`src/rtl/param_accumulator.sv`:
```
// Parameterised accumulator with load/add/inc/dec commands, wrap or clamp overflow handling,
// and an auto-count mode that steps op up to a sampled limit.
module param_accumulator #(
  parameter int unsigned WIDTH    = 8,
  parameter int unsigned STEP     = 1,
  parameter bit          SATURATE = 1'b0
) (
  input  logic             clock,
  input  logic             rst_n,
  input  logic             clr,
  input  logic             ld,
  input  logic             add,
  input  logic             inc,
  input  logic             dec,
  input  logic             start,
  input  logic [WIDTH-1:0] ip,
  input  logic [WIDTH-1:0] limit,
  output logic [WIDTH-1:0] op,
  output logic             busy,
  output logic             done,
  output logic             ovf
);

  typedef enum logic {StIdle, StCount} state_e;

  localparam logic [WIDTH:0] StepExt = (WIDTH+1)'(STEP);

  state_e           state_q, state_d;
  logic [WIDTH-1:0] op_q, op_d;
  logic [WIDTH-1:0] limit_q, limit_d;
  logic             ovf_q, ovf_d;
  logic             done_q, done_d;

  logic [WIDTH:0] sum_add, sum_inc, diff_dec;

  assign sum_add  = {1'b0, op_q} + {1'b0, ip};
  assign sum_inc  = {1'b0, op_q} + StepExt;
  assign diff_dec = {1'b0, op_q} - StepExt;

  // Bit WIDTH flags carry (up) or borrow (down); clamp picks the rail in that direction.
  function automatic logic [WIDTH-1:0] resolve(input logic [WIDTH:0] r, input logic up);
    if (r[WIDTH] && SATURATE) begin
      resolve = up ? {WIDTH{1'b1}} : {WIDTH{1'b0}};
    end else begin
      resolve = r[WIDTH-1:0];
    end
  endfunction

  always_comb begin
    state_d = state_q;
    op_d    = op_q;
    ovf_d   = ovf_q;
    limit_d = limit_q;
    done_d  = 1'b0;
    unique case (state_q)
      StIdle: begin
        if (clr) begin
          op_d  = '0;
          ovf_d = 1'b0;
        end else if (ld) begin
          op_d = ip;
        end else if (add) begin
          op_d  = resolve(sum_add, 1'b1);
          ovf_d = ovf_q | sum_add[WIDTH];
        end else if (inc || dec) begin
          // inc and dec together cancel: hold op and ovf
          if (!dec) begin
            op_d  = resolve(sum_inc, 1'b1);
            ovf_d = ovf_q | sum_inc[WIDTH];
          end else if (!inc) begin
            op_d  = resolve(diff_dec, 1'b0);
            ovf_d = ovf_q | diff_dec[WIDTH];
          end
        end else if (start) begin
          if (op_q < limit) begin
            limit_d = limit;
            state_d = StCount;
          end else begin
            done_d = 1'b1;
          end
        end
      end
      StCount: begin
        if (clr) begin
          op_d    = '0;
          ovf_d   = 1'b0;
          state_d = StIdle;
        end else if (ld) begin
          op_d    = ip;
          state_d = StIdle;
        end else if (sum_inc >= {1'b0, limit_q}) begin
          op_d    = limit_q;
          state_d = StIdle;
          done_d  = 1'b1;
        end else begin
          op_d = sum_inc[WIDTH-1:0];
        end
      end
      default: state_d = StIdle;
    endcase
  end

  always_ff @(posedge clock or negedge rst_n) begin
    if (!rst_n) begin
      state_q <= StIdle;
      op_q    <= '0;
      limit_q <= '0;
      ovf_q   <= 1'b0;
      done_q  <= 1'b0;
    end else begin
      state_q <= state_d;
      op_q    <= op_d;
      limit_q <= limit_d;
      ovf_q   <= ovf_d;
      done_q  <= done_d;
    end
  end

  assign op   = op_q;
  assign ovf  = ovf_q;
  assign done = done_q;
  assign busy = (state_q == StCount);

endmodule

```
`config.mk`:
```
export PLATFORM = sky130hd
export DESIGN_NAME = param_accumulator
export DESIGN_NICKNAME = d
export VERILOG_FILES = /design/src/rtl/param_accumulator.sv
export SDC_FILE = /design/constraint.sdc
export NUM_CORES = 1
export LEC_CHECK = 0
export ABC_AREA = 1
export CORE_MARGIN = 2
export CORE_UTILIZATION = 55
export DETAILED_ROUTE_END_ITERATION = 7
export PLACE_DENSITY_LB_ADDON = 0.15
export SETUP_SLACK_MARGIN = 0.2
export SKIP_LAST_GASP = 1
export SLEW_MARGIN = 20
export SYNTH_ARGS = -nofsm -noshare
export SYNTH_HDL_FRONTEND = slang
export SYNTH_SLANG_ARGS = --single-unit
export TNS_END_PERCENT = 20
```
`constraint.sdc`:
```
create_clock -name clock -period 2.85 [get_ports clock]
set_input_delay 0.285 -clock clock [delete_from_list [all_inputs] [get_ports clock]]
set_output_delay 0.285 -clock clock [all_outputs]
set_load 0.01 [all_outputs]
```
Word level (Yosys, flattened, before mapping)
Index checks and enable logic that the tools add are counted.
- bits in latches: 0
- register bits: 19
- output and inout port bits: 11
- memories: 0
- bits in writable memories: 0
- ROM bits: 0
- multiply operators: 0
- bitwise gates (word level): 8
- reductions and logical operators: 4
- add/subtract/negate cells: 3
- order comparisons: 2
- div/mod/pow operators: 0
- equality and inequality tests: 6
- muxes and demuxes: 38
- shift-type cells: 0
- operators with widths (kind ; count):
    $mux W8 ; 9
    $mux W1 ; 25
    $pmux W8 S2 ; 1
    $ne A5 B5 Y1 const B ; 2
    $add A8 B1 Y9 const B ; 1
    $add A8 B8 Y9 ; 1
    $ge A9 B8 Y1 ; 1
    $sub A8 B1 Y9 const B ; 1
    $lt A8 B8 Y1 ; 1
    $reduce_and A7 Y1 ; 1
    $ne A6 B6 Y1 const B ; 1
    $pmux W1 S2 ; 3
    $not A1 Y1 ; 5
    $ne A4 B4 Y1 const B ; 1
    $reduce_and A4 Y1 ; 1
    $ne A3 B3 Y1 const B ; 1
    $or A1 B1 Y1 ; 3
    $ne A2 B2 Y1 const B ; 1
    $reduce_and A2 Y1 ; 1
    $logic_or A1 B1 Y1 ; 1

Longest topological paths before layout
Gate-level depths: netlist of the first run.
- depth in word-level cells: 9
- depth in mapped cells: 18

Least setup slack after synthesis of the first run
Ideal clock, no wire load.
- path type: reg-to-reg
- from: register op_q[1] (netlist: op[1])
- to: register op_q[7] (netlist: op[7])
- cell stages (with the launch flop): 16
- clock period less this slack: 2.534 ns
- setup slack: 0.316 ns
- setup time: 0.117 ns
- data arrival time: 2.417 ns
- cell sequence: dfrtp_1 -> ha_1 -> nand3_1 -> o21ai_0 -> nand2_1 -> ha_1 -> a21o_1 -> nand3_2 -> nand2_2 -> nor2_4 -> nand3_2 -> buf_6 -> nand2_2 -> nand3_1 -> nand3_1 -> nand2_1
- word-level cells in the longest chain between the ends: 8
- elaborated cells on any way between the ends: 14
- those cells by class: add/sub (3); order compare (1); mux (10)
- ends and longest elaborated chain (what ; RTL line ; source):
    start: declaration ; 29 ; logic [WIDTH-1:0] op_q, op_d;
    start signal: assignment ; 112 ; op_q <= op_d;
    parallel branches: the longest is 7 deep, another holds $add A8 B1 Y9 ; n/a ;
    $pmux W8 S2 (*) ; 55 ; unique case (state_q)
Mark *: on every way between the ends. The select of a mux whose other input is x is not followed.
A chain may end at the register's enable or synchronous reset.

Final worst setup path of the first run
- from: register op_q[0] (netlist: op[0])
- to: register op_q[0] (netlist: op[0])
The elaborated chain is that of the path after synthesis.

==> run summary, run 1 <==
Largest stage delay on the critical path: 370 ps
Die area: 4679 um^2
Initial Util: 57.02%
First-pass GRT wire length: 10740 um
Clk slew on worst S/H paths: 80 ps
DRC Markers: 0
Post-DRT Antenna Nets: 0
Rel. slew slack: 38.58%
CTS root buf: clkbuf_8
Core Box Area: 4000 um^2
Netlist cell types: 33
Largest net degree at the start of global routing: 20
Post-synth EDFFs: 0
WP data required: 3040 ps
Worst VDD drop: 420.5 uV
Pwr per Cell Area: 439.0 nW/um^2
Achievable Freq: 0.3964 GHz
Synth Cell Area: 2281 um^2
Crit-path max FO: 7
Arr. time, crit path: 2710 ps
Worst reg2reg path depth: 15
Critical Path Source: op[0]
Setup TNS: 0 ps
RR Startpoint: op[0]
CTS H-tree depth: 1
Clock period minus worst slack: 2522 ps
CTS Buf Count: 3
Starting DRT DRC Count: 233
WS Path Type: flop to flop
Layout cells sized above 1: 11.63%
Final Util: 71.75%
Total global-route track usage: 30.26%
CP endpoint kind: flop
Wire length per cell: 15.27 um
Max Cap Viol: 0
Finish-stage setup viols: 0
Synthesis Warnings: 0
Post-synthesis register bit count: 19
CTS tree: yes
Placer Congestion: 0.9655
Syn avg cell area: 6.371 um^2
Clock sinks: 19
Top_reg_cell synth: dfrtp_1
Startpoint types: flop
Final nets: 455
Hold Crit Class: flop to flop
Die extent in y: 68.40 um
Final HPWL DP: 5279 um
P_leak: 1.438 nW
Final Skew: 6.801 ps
Unrepaired setup endpoints after global routing: no
Diode count: 0
Synth Instances: 358
Layout area overhead: 25.84%
Site row count: 23
Worst hold margin: 520.5 ps
Fin worst setup slack: 327.6 ps
Grt total ovfl: 0
Skew-Pair Late Insertion Delay: 260 ps
Longest Clk Path Bufs: 2
Via count: 2599
Asr flop ratio synth: 100.0%
CTS Hold Buffers Added: 0
CP max-delay cell: dfrtp_1
Critical-path cell list: buf_6, nand3_1, nor2_2, nand4_1, nand2_1, inv_1, ha_4, nand4_1, nor3_2, nand2_2, nand3_4, nand2_1, nand3_1, nand2_1, a21oi_2
Sequential fraction of the synthesis area: 20.84%
Post-route cell area: 2870 um^2
Least-Margin Pin Slew: 918.4 ps
Drt pass-1 iters: 5
Status: finished, final reports clean
Post-Place Cells: 445
Post-Route WL: 6931 um
Worst slack, placed: 151.0 ps
Slew Limit Fails: 0
Final Cycle Share: 88.51%
Die W: 68.40 um
Pwr Total: 1.260 mW
Via-per-instance ratio: 5.725
Final hold vios: 0
Hold_sp: ovf
CP dominant cell by count: nand2_1
Placed Area: 2723 um^2
Antenna violations before repair: 0
PortBufs: 34
Worst hold path depth: 2
Vias in the first global route: 2392
I/O Pins: 35
Net Count, Synth: 408
Layout Cells excl Fill: 454
## registers in the layout, summed over array words and instances (netlist names)
signal,cells
busy,1
done,1
limit_q,8
op,8
ovf,1
## cell families (layout without fill, tap and decap cells)
| kind of cell | after synthesis | after routing | share of synthesized area (%) |
|---|---|---|---|
| flip-flops | 19 | 19 | 20.84 |
| adder cells (fa/ha/maj) | 26 | 26 | 14.59 |
| buffers and inverters | 54 | 97 | 9.325 |
| XOR/XNOR | 6 | 6 | 2.304 |
| AND/OR/NAND/NOR | 198 | 201 | 39.22 |
| AO/OA/AOI/OAI | 55 | 55 | 13.71 |
## cell usage in the layout (no fill, tap or decap), types with 4 or more instances in the layout
cell type,instances
a21oi_1,25
nor3_1,4
ha_1,23
nand4_1,15
o21ai_0,18
nand2_2,6
nand3_1,35
buf_4,10
nor2_2,4
nand2_1,79
or2_2,4
dfrtp_1,17
nor2_1,45
inv_1,43
clkdlybuf4s50_1,34
## layout make-up
type	instances	area [um^2]
clock buffers	3	41.29
multi-input cells	288	1669
repair buffers	46	437.9
flip-flops and latches	19	478.0
fillers	359	1130
well taps	50	62.56
clock inverters	1	5.005
inverters	47	176.4
## worst max-delay path, delay by kind of cell (launching register included)
kind            cells  cell delay (ps)
compound gates      1              120
fa+ha+maj           1              290
buf+inv             2              230
flops               1              370
simple gates       11             1440
## cells in the mapped netlist (2+ instances only)
master	number	area, um^2
inv_2	2	7.510
nor2_1	47	176.4
nor2_4	2	22.52
dfrtp_1	19	475.5
inv_1	43	161.4
nand2_2	4	25.02
buf_2	2	10.01
nand3_2	3	30.03
clkbuf_1	3	11.26
a21o_1	2	15.01
nand4_1	15	93.84
a21oi_1	26	130.1
xor2_1	3	26.28
o211ai_1	2	15.01
nand2_1	80	300.3
ha_1	25	312.8
or2_2	4	25.02
nand3b_1	2	15.01
o21ai_0	19	95.09
clkinv_1	2	7.510
nand3_1	35	175.2
nor3_1	5	25.02
xnor2_1	3	26.28
## final timing paths
kind	end	slack, ps
worst max-delay path	op[0]	330
worst min-delay path	ovf	520
worst max register to register	op[0]	330
worst min register to register	ovf	520
max in group asynchronous	op[4]	1680
min in group asynchronous	op[0]	540
## report_power, final
part / leakage [nW] / total, mW / switching (mW) / internal [mW]
registers: 0.231 / 0.369 / 0.0502 / 0.318
clock network: 0.0255 / 0.193 / 0.0957 / 0.0973
logic: 1.18 / 0.699 / 0.409 / 0.290
## metal layers
metal	vias up	track usage [%]	routed length [um]
met5	-	0	0
met3	8	2.138	392
met4	0	10.00	106
met1	1198	39.67	3016
li1	1298	-	-
met2	95	52.40	3416
## what timing repair did
action	4_1_cts	5_1_grt
buffers inserted	0	2
resized for setup	2	14
endpoints found under the hold margin	0	0
gates cloned	0	3
pin swaps	0	6
setup endpoints to repair	7	10
(Power assumes the default switching activity.)
==> inputs of run 2 (changes only) <==
==> constraint.sdc (replaced) <==
create_clock -name clock -period 2.85 [get_ports clock]
set_input_delay 0.4275 -clock clock [delete_from_list [all_inputs] [get_ports clock]]
set_output_delay 0.4275 -clock clock [all_outputs]
set_load 0.01 [all_outputs]
==> run 2 against run 1 <==
- sequential power about the same
- die area unchanged
- flip-flop and latch count unchanged
- hold slack improved by 74 ps
- wire length decreased by 0.63%
- clock skew about the same
- largest cell class unchanged
- register-to-register slack improved by 50 ps
- total power increased by 0.78%
- highest routed layer unchanged
- final cell count increased by 0.88%
==> run summary, run 2 (synthesized netlist as in run 1, its figures left out) <==
Commonest non-fill, non-tap cell in the layout: nand2_1 (unchanged)
Final Cycle Share: 86.60% (was 88.51%)
Critical-path cell list: ha_2, nand3_1, o21ai_2, nand2_1, ha_1, a21o_1, nand3_2, nand2_2, nor2_4, buf_4, nand4_1, nand3_1, nand2_1, a21oi_1 (was buf_6, nand3_1, nor2_2, nand4_1, nand2_1, inv_1, ha_4, nand4_1, nor3_2, nand2_2, nand3_4, nand2_1, nand3_1, nand2_1, a21oi_2)
Core Box Area: 4000 um^2 (unchanged)
Achievable Freq: 0.4052 GHz (was 0.3964 GHz)
Hold Crit Class: flop to flop (unchanged)
Vias in the first global route: 2404 (was 2392)
Placer Congestion: 0.9135 (was 0.9655)
Worst reg2reg path depth: 14 (was 15)
Post-Place Cells: 449 (was 445)
CP endpoint kind: flop (unchanged)
Drt pass-1 iters: 5 (unchanged)
Startpoint types: flop (unchanged)
Status: finished, final reports clean (unchanged)
Filler Cells Inserted: 363 (was 359)
Most frequent cells in the layout: nand2_1, nor2_1, inv_1 (unchanged)
Least-Margin Pin Slew: 899.4 ps (was 918.4 ps)
Arr. time, crit path: 2650 ps (was 2710 ps)
Die extent in y: 68.40 um (unchanged)
Diode count: 0 (unchanged)
RR Endpoint: op[2] (was op[0])
CTS H-tree depth: 1 (unchanged)
CTS Hold Buffers Added: 0 (unchanged)
Worst VDD drop: 322.3 uV (was 420.5 uV)
Max Cap Viol: 0 (unchanged)
Register area: 478.0 um^2 (unchanged)
Via-per-instance ratio: 5.753 (was 5.725)
Pwr per Cell Area: 440.3 nW/um^2 (was 439.0 nW/um^2)
Footprint of the multi-input gates: 1653 um^2 (was 1669 um^2)
I/O Pins: 35 (unchanged)
Critical Path Source: op[0] (unchanged)
WS Path Type: flop to flop (unchanged)
Final HPWL DP: 5381 um (was 5279 um)
Worst path depth: 14 (was 15)
CTS tree: yes (unchanged)
R2r setup slk: 380 ps (was 330 ps)
Grt total ovfl: 0 (unchanged)
Clock period minus worst slack: 2468 ps (was 2522 ps)
Slew Limit Fails: 0 (unchanged)
CTS root buf: clkbuf_8 (unchanged)
Layout cells sized above 1: 12.01% (was 11.63%)
Worst setup endpoint: op[2] (was op[0])
Final hold vios: 0 (unchanged)
Initial Util: 57.02% (unchanged)
Bufs and invs on worst path: 1 (was 2)
Largest net degree at the start of global routing: 20 (unchanged)
Via count: 2635 (was 2599)
Final nets: 459 (was 455)
Antenna violations before repair: 0 (unchanged)
P_leak: 1.456 nW (was 1.438 nW)
Crit-path max FO: 7 (unchanged)
Site row count: 23 (unchanged)
Final Skew: 6.770 ps (was 6.801 ps)
Longest Clk Path Bufs: 2 (unchanged)
Rel. slew slack: 39.85% (was 38.58%)
Layout Cells excl Fill: 458 (was 454)
Clock sinks: 19 (unchanged)
Die W: 68.40 um (unchanged)
Crit path max-delay family: simple AND/OR/NAND/NOR gates (unchanged)
CP max-delay cell: dfrtp_1 (unchanged)
Skew-Pair Late Insertion Delay: 260 ps (about the same)
Die area: 4679 um^2 (unchanged)
Wire length per cell: 15.04 um (was 15.27 um)
Post-Route WL: 6887 um (was 6931 um)
First-pass GRT wire length: 10900 um (was 10740 um)
Clk slew on worst S/H paths: 80 ps (about the same)
Post-DRT Antenna Nets: 0 (unchanged)
Total global-route track usage: 30.82% (was 30.26%)
Largest stage delay on the critical path: 370 ps (about the same)
Finish-stage setup viols: 0 (unchanged)
RR Startpoint: op[0] (unchanged)
Starting DRT DRC Count: 228 (was 233)
Unrepaired setup endpoints after global routing: yes (was no)
CTS Buf Count: 3 (unchanged)
WP data required: 3030 ps (was 3040 ps)
PortBufs: 34 (unchanged)
DRC Markers: 0 (unchanged)
Layout area overhead: 26.44% (was 25.84%)
Setup TNS: 0 ps (unchanged)
[run 2: power by group]
part | switching, mW | internal (mW)
combinational | 0.413 | 0.301
clock | 0.0916 | 0.0972
sequential | 0.0488 | 0.319
total | 0.554 | 0.716
[run 2: how the worst min path moves through the flow]
stage                      end        from  depth (start not counted)  slack, ps
finish              limit_q[2]  limit_q[2]                          2        590
global route               ovf         ovf                          2        630
CTS                 limit_q[2]  limit_q[2]                          2        590
detailed placement         ovf         ovf                          2        580
global placement           ovf         ovf                          2        490
floorplan                 busy       rst_n                          0        130
[run 2: layout make-up]
class | instances | share of cell area (%)
well taps | 50 | 2.169
inverters | 47 | 6.117
flip-flops and latches | 19 | 16.57
clock inverters | 1 | 0.1735
repair buffers | 51 | 16.23
multi-input cells | 287 | 57.31
clock buffers | 3 | 1.432
[run 2: worst min-delay path, stage by stage, from the launching register on]
cell	delay, ps
dfrtp_1	390
inv_1	70
o21ai_0	80
[run 2: per-layer routing]
metal	GRT usage, %	up-vias	part of all wire, %
met5	0	-	0
met4	10.25	0	1.6
met1	39.63	1221	44
li1	-	1299	-
met2	53.13	102	49
met3	3.618	13	5.4
[run 2: what timing repair did]
item	CTS	global route
pin swaps	0	3
gates cloned	0	2
setup buffers	0	3
setup endpoints to repair	9	17
gates resized for setup	4	8
[run 2: through the flow]
step           utilization [%]  area [um^2]  power (mW)  hold WS (ps)  setup slack, ps
2_1_floorplan                -         2281      0.8076         131.9            315.6
3_3_place_gp             68.81         2753       1.009         492.8            148.0
3_5_place_dp             68.81         2753       1.028         576.5            95.35
4_1_cts                  70.28         2811       1.230         589.0            238.2
5_1_grt                  72.10         2884       1.373         626.5            177.9
6_report                 72.10         2884       1.270         594.1            381.9
==> inputs of run 3 (changes only) <==
--- a/config.mk
+++ b/config.mk
@@ -6,10 +6,12 @@
 export NUM_CORES = 1
 export LEC_CHECK = 0
 export ABC_AREA = 1
+export ABC_CLOCK_PERIOD_IN_PS = 2400
 export CORE_MARGIN = 2
 export CORE_UTILIZATION = 55
 export DETAILED_ROUTE_END_ITERATION = 7
 export PLACE_DENSITY_LB_ADDON = 0.15
+export RECOVER_POWER = 25
 export SETUP_SLACK_MARGIN = 0.2
 export SKIP_LAST_GASP = 1
 export SLEW_MARGIN = 20
==> constraint.sdc (replaced) <==
create_clock -name clock -period 2.4 [get_ports clock]
set_input_delay 0.36 -clock clock [delete_from_list [all_inputs] [get_ports clock]]
set_output_delay 0.36 -clock clock [all_outputs]
set_load 0.01 [all_outputs]
==> run 3 against run 2 <==
- the run now ends with setup timing left
- flip-flop and latch count stayed put
- maximum frequency decreased by 2.2%
- combinational power up 60%
- largest power group unchanged
- highest routed layer unchanged
==> run summary, run 3 (synthesized netlist as in run 1, its figures left out) <==
Via count: 3141 (was 2635)
Skew-Pair Late Insertion Delay: 270 ps (was 260 ps)
Crit path max-delay family: simple AND/OR/NAND/NOR gates (unchanged)
Die extent in y: 68.40 um (unchanged)
Final Skew: 8.305 ps (was 6.770 ps)
Layout cells sized above 1: 29.73% (was 12.01%)
Site row count: 23 (unchanged)
Worst VDD drop: 458.5 uV (was 322.3 uV)
Final Cycle Share: 105.1% (was 86.60%)
Worst hold path depth: 2 (unchanged)
Footprint of the multi-input gates: 1881 um^2 (was 1653 um^2)
Register area: 480.5 um^2 (was 478.0 um^2)
Bufs and invs on worst path: 1 (unchanged)
Filler Cells Inserted: 221 (was 363)
Largest stage delay on the critical path: 460 ps (was 370 ps)
Setup TNS: -804.0 ps (was 0 ps)
Failing checks: setup timing
Critical-path cell list: ha_4, nand3_4, xor2_4, ha_4, a21o_1, nor2_2, nor2_4, nor2_4, buf_6, nand3_4, nand2_2, nand3_2, nand2_1, a21oi_2 (was ha_2, nand3_1, o21ai_2, nand2_1, ha_1, a21o_1, nand3_2, nand2_2, nor2_4, buf_4, nand4_1, nand3_1, nand2_1, a21oi_1)
Unrepaired setup endpoints after global routing: yes (unchanged)
Antenna violations before repair: 0 (unchanged)
PortBufs: 34 (unchanged)
R2r setup slk: -120 ps (was 380 ps)
Layout Cells excl Fill: 494 (was 458)
RR Startpoint: op[0] (unchanged)
Clock sinks: 19 (unchanged)
Layout area overhead: 49.53% (was 26.44%)
Via-per-instance ratio: 6.358 (was 5.753)
Placer Congestion: 0.9219 (was 0.9135)
Hold Crit Class: flop to flop (unchanged)
Most frequent cells in the layout: nand2_1, buf_4, nor2_1 (was nand2_1, nor2_1, inv_1)
Wire length per cell: 19.23 um (was 15.04 um)
RR Endpoint: op[1] (was op[2])
Clk slew on worst S/H paths: 90 ps (was 80 ps)
Die W: 68.40 um (unchanged)
Final HPWL DP: 5531 um (was 5381 um)
Status: finished, violations left (was finished, final reports clean)
Diode count: 0 (unchanged)
Hold_sp: ovf (was limit_q[2])
Grt total ovfl: 0 (unchanged)
CTS Buf Count: 3 (unchanged)
Crit-path max FO: 6 (was 7)
CP max-delay cell: dfrtp_2 (was dfrtp_1)
DRC Markers: 0 (unchanged)
WP data required: 2550 ps (was 3030 ps)
Max Cap Viol: 0 (unchanged)
Drt pass-1 iters: 8 (was 5)
Starting DRT DRC Count: 510 (was 228)
Core Box Area: 4000 um^2 (unchanged)
Achievable Freq: 0.3964 GHz (was 0.4052 GHz)
Worst reg2reg path depth: 14 (unchanged)
CTS root buf: clkbuf_8 (unchanged)
Post-Place Cells: 468 (was 449)
Post-Route WL: 9501 um (was 6887 um)
Startpoint types: flop (unchanged)
Arr. time, crit path: 2670 ps (was 2650 ps)
Initial Util: 57.02% (unchanged)
P_leak: 1.674 nW (was 1.456 nW)
CTS Hold Buffers Added: 0 (unchanged)
Fin worst setup slack: -122.9 ps (was 381.9 ps)
Rel. slew slack: 14.68% (was 39.85%)
Slew Limit Fails: 0 (unchanged)
Final nets: 495 (was 459)
Hold Path End: ovf (was limit_q[2])
I/O Pins: 35 (unchanged)
CTS tree: yes (unchanged)
Vias in the first global route: 2724 (was 2404)
Worst slack, placed: -252.2 ps (was 95.35 ps)
Pwr Total: 1.840 mW (was 1.270 mW)
Clock period minus worst slack: 2523 ps (was 2468 ps)
CP endpoint kind: flop (unchanged)
Finish-stage setup viols: 10 (was 0)
Final Util: 85.27% (was 72.10%)
CTS H-tree depth: 1 (unchanged)
First-pass GRT wire length: 12570 um (was 10900 um)
Least-Margin Pin Slew: 1280 ps (was 899.4 ps)
Largest net degree at the start of global routing: 20 (unchanged)
Longest Clk Path Bufs: 2 (unchanged)
Total global-route track usage: 36.53% (was 30.82%)
Die area: 4679 um^2 (unchanged)
Commonest non-fill, non-tap cell in the layout: nand2_1 (unchanged)
WS Path Type: flop to flop (unchanged)
Post-DRT Antenna Nets: 0 (unchanged)
Pwr per Cell Area: 539.5 nW/um^2 (was 440.3 nW/um^2)
Final hold vios: 0 (unchanged)
## run 3: repair_timing
| item | in CTS | in global routing |
|---|---|---|
| gates cloned | 1 | 0 |
| resized for setup | 17 | 46 |
| pin swaps | 18 | 26 |
| buffers inserted | 13 | 8 |
| endpoints found under the setup margin | 18 | 18 |
## run 3: worst register-to-register path: cells and delay by family, from the launching register on
| family | cells | cell delay, ps |
|---|---|---|
| xor+xnor | 1 | 240 |
| buf+inv | 1 | 120 |
| compound gates | 2 | 260 |
| flops | 1 | 460 |
| simple gates | 8 | 870 |
| fa+ha+maj | 2 | 460 |
## run 3: area by class of cell
cell class                 count  area share [%]
timing repair buffer          88           22.41
tap                           50           1.834
clock buffer                   3           1.211
inverter                      47           5.172
sequential                    19           14.09
multi-input combinational    286           55.14
clock inverter                 1          0.1467
## run 3: report_power, final
| part | leakage (nW) | internal (mW) | switching [mW] |
|---|---|---|---|
| clock network | 0.0255 | 0.116 | 0.129 |
| logic | 1.42 | 0.499 | 0.641 |
| registers | 0.228 | 0.379 | 0.0762 |
| total | 1.67 | 0.994 | 0.846 |
## run 3: per-layer routing
| layer | up-vias | wire (um) | GRT usage, % |
|---|---|---|---|
| met4 | 0 | 625 | 18.25 |
| met5 | - | 0 | 0 |
| li1 | 1372 | - | - |
| met2 | 272 | 4341 | 61.18 |
| met1 | 1411 | 3509 | 44.24 |
| met3 | 86 | 1024 | 7.072 |
## run 3: worst max-delay path by stage
stage / from / endpoint / slack, ps / cells past startpoint
after floorplan: op[1] / op[1] / 130 / 14
after global placement: limit[3] / limit_q[5] / -70 / 9
after detailed placement: limit[3] / limit_q[6] / -250 / 9
after CTS: op[0] / op[1] / 50 / 14
after global routing: op[0] / op[1] / -200 / 17
final: op[0] / op[1] / -120 / 14
## run 3: metrics by stage
| stage | hold slack (ps) | cell area [um^2] |
|---|---|---|
| after floorplan | 64.41 | 2337 |
| after global placement | 491.3 | 2945 |
| after detailed placement | 509.1 | 2945 |
| after CTS | 442.0 | 3163 |
| after global routing | 549.5 | 3411 |
| final | 519.8 | 3411 |
==> variant, RTL diff (flow settings as in run 1) <==
Set the parameter `WIDTH` to 12 (it was 8).
--- a/src/rtl/param_accumulator.sv
+++ b/src/rtl/param_accumulator.sv
@@ -1,7 +1,7 @@
 // Parameterised accumulator with load/add/inc/dec commands, wrap or clamp overflow handling,
 // and an auto-count mode that steps op up to a sampled limit.
 module param_accumulator #(
-  parameter int unsigned WIDTH    = 8,
+  parameter int unsigned WIDTH    = 12,
   parameter int unsigned STEP     = 1,
   parameter bit          SATURATE = 1'b0
 ) (
Interface: changed (resized ip, limit and op); port bits go from 35 to 47. The function was not compared with the original's and may differ.
==> variant against run 1 <==
  * Hold slack got worse by 0.15 ns
  * Sequential cell count increased by 8
  * Design area increased by 65%
  * Sequential power increased by 37%
  * Area after synthesis increased by 55%
  * Power increased by 52%
  * Via count increased by 67%
  * Highest routed layer unchanged
  * Routed wire length increased by 79%
  * Setup slack got worse by 0.30 ns
  * Largest power group unchanged
==> variant: results (changes against run 1) <==
stage,metric,value,unit,change
synth,syn_area,3530,um^2,+55%
layout,fin_area,4740,um^2,+65%
layout,drive_gt1_share,17.7,%,+6.1 points
layout,nonClockBufferCount,102,,+120%
layout,buffer_area_share,19.5,%,+4.2 points
routing,detail_route.wl_per_cell,16.5,um,+8.4%
global_routing,grt_pass1_vias,4130,,+73%
global_routing,grtUsageTotal,33.3,%,+3.0 points
worst_setup_path,critPathMaxFanout,5,,-2
placement,placed_area,4210,um^2,+55%
pwr,worst_ir_drop_vdd,0.000358,V,-15%
layout,nMultiInputCombCells,450,,+56%
timing,fmax,354,MHz,-11%
routing,via_per_inst,5.81,,+1.5%
placement,dp_cells,713,,+60%
global_routing,grt_max_degree,28,,+40%
layout,clk_share,0.977,%,-0.64 points
layout,seqCellArea,684,um^2,+43%
timing,whs,0.366,ns,-0.155 ns
placement,pre_cts_ws,-0.0904,ns,-0.241 ns
synth,synth.net_count,650,,+59%
clock_network,insertion_delay,0.28,ns,+0.02 ns
pwr,swShare,45.8,%,+1.8 points
synth,synth-xor-area-share,2.73,%,+0.42 points
layout,nets,742,,+63%
synth,synthAdderAreaFrac,13.7,%,-0.92 points
synth,synth_compound_area_share,13.0,%,-0.68 points
pwr,p_leak,2.41,nW,+67%
clock_network,clkTransAtPathRegs,0.11,ns,+0.03 ns
synth,synthTopCellsByCount,"nand2_1, inv_1, nor2_1",,
placement,dp_hpwl,8.91,mm,+69%
worst_setup_path,rrSetupSlack,0.03,ns,-0.30 ns
synth,syn_inst,580,,+62%
status,status,"complete, no violations",,
synth,ys_seq_elements,27,,+8
layout,nNonClkInverters,88,,+87%
## variant: power by group through the flow
| stage | registers (mW) | clock network, mW | logic, mW |
|---|---|---|---|
| floorplan | 0.509 | 0 | 0.631 |
| global placement | 0.506 | 0 | 0.924 |
| detailed placement | 0.507 | 0 | 0.944 |
| CTS | 0.501 | 0.242 | 1.01 |
| global route | 0.514 | 0.260 | 1.29 |
| finish | 0.507 | 0.239 | 1.16 |
## variant: what timing repair did
item                                    4_1_cts  5_1_grt
buffers inserted                             16       14
gates cloned                                  1        0
gates resized for setup                      12       50
hold endpoints to repair                      0        0
endpoints found under the setup margin       13       14
pin swaps                                     9       24
hold buffers                                  0        0
## variant: metal layers
metal / GRT usage, % / up-vias / part of all wire, %
li1: - / 2075 / -
met1: 41.9 / 2000 / 40
met2: 58.3 / 223 / 48
met3: 4.13 / 48 / 7.4
met5: 0 / - / 0
met4: 11.9 / 0 / 4.5
